## config.mk

```make
export PLATFORM = sky130hd
export DESIGN_NAME = fetch_sequencer
export DESIGN_NICKNAME = d
export VERILOG_FILES = /design/src/rtl/fetch_sequencer.sv
export SDC_FILE = /design/constraint.sdc
export NUM_CORES = 1
export LEC_CHECK = 0
export ABC_AREA = 0
export CAP_MARGIN = 40
export CORE_UTILIZATION = 45
export DETAILED_ROUTE_END_ITERATION = 8
export PLACE_DENSITY = 0.88
export SETUP_SLACK_MARGIN = 0.3
export SYNTH_ARGS = -nofsm -noshare
export SYNTH_HDL_FRONTEND = slang
export SYNTH_SLANG_ARGS = --single-unit
```

## constraint.sdc

```tcl
create_clock -name clk -period 3.38 [get_ports clk]
set_input_delay 0.338 -clock clk [delete_from_list [all_inputs] [get_ports clk]]
set_output_delay 0.338 -clock clk [all_outputs]
set_load 0.05 [all_outputs]
```

## src/rtl/fetch_sequencer.sv

```systemverilog
// fetch_sequencer: program-counter sequencer for the Fetch stage.
// Drives a synchronous-read instruction memory (1-cycle latency, no enable)
// and hands (pc, instruction) pairs to IF/ID over a valid/ready handshake.
// A downstream stall captures the in-flight word; a redirect squashes the wrong path.
//
// Ports:
//   clk            rising-edge clock
//   rst            asynchronous active-high reset
//   mem_addr       word index into instruction memory, {2'b00, pc[31:2]} (register-driven)
//   mem_data       read data for the mem_addr presented in the previous cycle
//   redirect_valid one-cycle pulse restarting fetch at redirect_pc
//   redirect_pc    redirect target byte address (bits [1:0] ignored)
//   out_valid      out_instr/out_pc are valid
//   out_ready      IF/ID accepts this cycle
//   out_instr      fetched instruction
//   out_pc         byte address of out_instr
//   fetch_count    (FETCH_PERF_CNT_EN only) number of completed transfers
//   stall_count    (FETCH_PERF_CNT_EN only) number of cycles with out_valid && !out_ready
//
// Optional feature macro: FETCH_PERF_CNT_EN adds the two performance counters.
module fetch_sequencer #(
  parameter logic [31:0] RESET_PC = 32'h0000_0000
) (
  input  logic        clk,
  input  logic        rst,
  output logic [31:0] mem_addr,
  input  logic [31:0] mem_data,
  input  logic        redirect_valid,
  input  logic [31:0] redirect_pc,
  output logic        out_valid,
  input  logic        out_ready,
  output logic [31:0] out_instr,
  output logic [31:0] out_pc
`ifdef FETCH_PERF_CNT_EN
  ,
  output logic [31:0] fetch_count,
  output logic [31:0] stall_count
`endif
);
  typedef enum logic {FETCH, STALL} state_t;
  state_t      state, state_n;
  logic [31:0] pc, pc_n, rsp_pc, rsp_pc_n, hold_instr, hold_n;
  logic        rsp_valid, rsp_valid_n;
  logic        advance;
  always_ff @(posedge clk or posedge rst) begin
    if (rst) begin
      state      <= FETCH;
      pc         <= RESET_PC & ~32'd3;
      rsp_pc     <= '0;
      rsp_valid  <= 1'b0;
      hold_instr <= '0;
    end else begin
      state      <= state_n;
      pc         <= pc_n;
      rsp_pc     <= rsp_pc_n;
      rsp_valid  <= rsp_valid_n;
      hold_instr <= hold_n;
    end
  end
  // In STALL the held pc has already been on mem_addr for at least one cycle,
  // so releasing the stall can issue it exactly as a normal FETCH advance does.
  assign advance = (state == STALL) ? out_ready : (!rsp_valid || out_ready);
  always_comb begin
    state_n     = state;
    pc_n        = pc;
    rsp_pc_n    = rsp_pc;
    rsp_valid_n = rsp_valid;
    hold_n      = hold_instr;
    if (redirect_valid) begin
      pc_n        = {redirect_pc[31:2], 2'b00};
      rsp_valid_n = 1'b0;
      state_n     = FETCH;
    end else if (advance) begin
      rsp_pc_n    = pc;
      rsp_valid_n = 1'b1;
      pc_n        = pc + 32'd4;
      state_n     = FETCH;
    end else if (state == FETCH) begin
      hold_n  = mem_data;
      state_n = STALL;
    end
  end
  assign mem_addr  = {2'b00, pc[31:2]};
  assign out_valid = (state == STALL) || rsp_valid;
  assign out_instr = (state == STALL) ? hold_instr : mem_data;
  assign out_pc    = rsp_pc;
`ifdef FETCH_PERF_CNT_EN
  always_ff @(posedge clk or posedge rst) begin
    if (rst) begin
      fetch_count <= '0;
      stall_count <= '0;
    end else begin
      fetch_count <= fetch_count + {31'd0, out_valid && out_ready};
      stall_count <= stall_count + {31'd0, out_valid && !out_ready};
    end
  end
`endif
endmodule
```

==> flow_summary.ini <==
[floorplanning]
fp.dieArea_um2 = 10500
die_h_um = 103
initial_core_util_pct = 46.6
core_area_um2 = 9770
die_w_um = 103
ios = 165
rows = 36

[pwr]
combPwrFrac_pct = 37.8
clkPwrFrac_pct = 19.5
peakVddDrop_mv = 0.321
p_leak_nw = 2.54
net-switching-power_mw = 1.31
p_int_mw = 2.17
power_mw = 3.47
p_sw_share_pct = 37.6
pwr_density_cell_nw_per_um2 = 543
seq_power_share_pct = 42.7

[finish]
final_cell_mix = clkdlybuf4s50_1, mux2_2, dfrtp_1
drive_gt1_share_pct = 21.7
syn2layout_area_growth_pct = 40.5
final_common_cell = clkdlybuf4s50_1
nets = 608
fin_area_um2 = 6400
diodes = 0
fin_cells = 676

[synth]
synth-simple-area-share_pct = 13.0
synth-compound-area-share_pct = 5.96
synth.distinct_cells = 39
synth-edff-count = 0
ys_ff_latch = 94
synth_warnings = 0
syn_area_um2 = 4550
yosys.area_share.adder_pct = 0.275
async_reset_ff_share_pct = 100
syn_inst = 388
synthXorXnorAreaFrac_pct = 2.31
synth.area.mux_share_pct = 23.5
ys_seq_area_share_pct = 51.6
synthFlopType = dfrtp_1
synth_top_family_by_area = multiplexers
syn_area_per_cell_um2 = 11.7

[timing]
fin_crit_ns = 2.58
worst_pin_slew_ns = 0.725
fmaxAchievable_ghz = 0.387
max-slew-margin-rel_pct = 51.7
slew_violations = 0
hold_viol_final = 0
fin_hold_ws_ns = 0.449
final.setup.tns_ns = 0
finalCritPeriodShare_pct = 76.5
skew_ns = 0.00721
rsz0062_at_grt = no
finalSetupViolCount = 0

[flow_run]
drv_cap = 0

[detailed_routing]
dr.pass1.iters = 4
drtIter0Drc = 128
ant_nets = 0
via_per_inst = 5.35
drcViolationCount = 0
wl_per_cell_um = 16.3
wirelength_um = 11000
num_vias = 3615

[cts]
cts_resized = 0
clockRootBuffer = clkbuf_8
cts_buffer_depth = 2
clock_sinks = 94
htree_levels = 3
path_clk_slew_ns = 0.09
cts_buffers = 9
clk_latency_ns = 0.36
cts_tree = yes
holdBufCountCts = 0
postCtsSetupRepairBufs = 0

[place]
place_congestion = 0.785
dp_hpwl_um = 7960
port_buffers = 158
place_area_um2 = 6230
place_inst = 661

[global_route]
grt_overflow = 0
antenna_found_initial = 0
grtUsageTotal_pct = 22.1
grt_max_degree = 61
grt_pass1_vias = 3527
grt_pass1_wl_um = 17700

[worst_setup_path]
critPathMaxStageDelay_ns = 0.73
crit_type = flop to output pin
cp-end-kind = output pin
cp_slowest_cell = clkdlybuf4s50_1
crit_chain = buf_4 -> mux2_2 -> clkdlybuf4s50_1
crit_required_ns = 3.04
cp_max_fo = 34
startpoint_type = flop
cp_data_arrival_time_ns = 2.25

[run_status]
status = completed

[min_path]
hp-class = input port to asynchronous set/reset pin
==> metrics by stage <==
step / util, % / setup slack, ns
2_1_floorplan: - / 0.593
3_3_place_gp: 63.7 / 0.696
3_5_place_dp: 63.7 / 0.653
4_1_cts: 65.5 / 0.762
5_1_grt: 65.5 / 0.697
6_report: 65.5 / 0.796
==> final cells by class <==
cell class	count	area, um^2
clock buffer	14	163
clock inverter	1	5.00
fill	772	3380
inverter	3	13.8
multi-input combinational	267	2080
sequential	94	2350
tap	133	166
timing repair buffer	164	1620
==> layer usage <==
layer  part of all wire (%)  up-vias  GRT usage (%)
met4                    2.0        0           8.90
li1                       -     1700              -
met3                    5.7       15           5.15
met1                     41     1779           27.5
met2                     51      121           37.2
met5                      0        -              0
==> registers in the layout, indices dropped and copies added, names as in the netlist <==
| register | count |
|---|---|
| hold_instr | 32 |
| out_pc | 30 |
| pc | 30 |
| rsp_valid | 1 |
| state | 1 |
==> final timing paths <==
kind | startpoint | end | slack [ns] | depth (start not counted)
min in group clk | out_pc[9] | out_pc[9] | 0.51 | 1
max reg2reg | pc[2] | pc[18] | 0.96 | 5
max in group asynchronous | rst | hold_instr[21] | 2.18 | 3
min reg2reg | out_pc[9] | out_pc[9] | 0.51 | 1
max | state | out_instr[4] | 0.80 | 3
min | rst | hold_instr[27] | 0.45 | 2
==> synthesized netlist by cell type (5+ instances only) <==
master / count / area (um^2)
xnor2_1: 10 / 87.6
o21ai_0: 17 / 85.1
nand3_1: 22 / 110
o211ai_1: 9 / 67.6
dfrtp_1: 94 / 2350
clkbuf_1: 15 / 56.3
nand4_1: 7 / 43.8
nor2_1: 10 / 37.5
nand2_1: 34 / 128
mux2_2: 94 / 1060
nor3_1: 5 / 25.0
or4_1: 15 / 113
nor4_1: 6 / 37.5
==> critical path: cells and delay by family, from the launching register on <==
kind     cells  cell delay (ns)
buf+inv      2             1.12
flops        1             0.35
mux          1             0.40
==> logic make-up after synthesis <==
| logic type | Yosys count |
|---|---|
| other | 1 |
| XOR/XNOR | 12 |
| adder cells (fa/ha/maj) | 1 |
| AND/OR/NAND/NOR | 113 |
| buffers and inverters | 30 |
| multiplexers | 95 |
| AO/OA/AOI/OAI | 42 |
| flip-flops | 94 |
==> power by group through the flow <==
stage / Combinational (mW) / Sequential, mW / Clock, mW
after floorplan: 0.512 / 1.85 / 0
after global placement: 1.29 / 1.49 / 0
after detailed placement: 1.32 / 1.51 / 0
after CTS: 1.32 / 1.49 / 0.698
after global routing: 1.38 / 1.52 / 0.755
final: 1.31 / 1.48 / 0.677
Note: power is estimated with default switching activity, not from simulation.
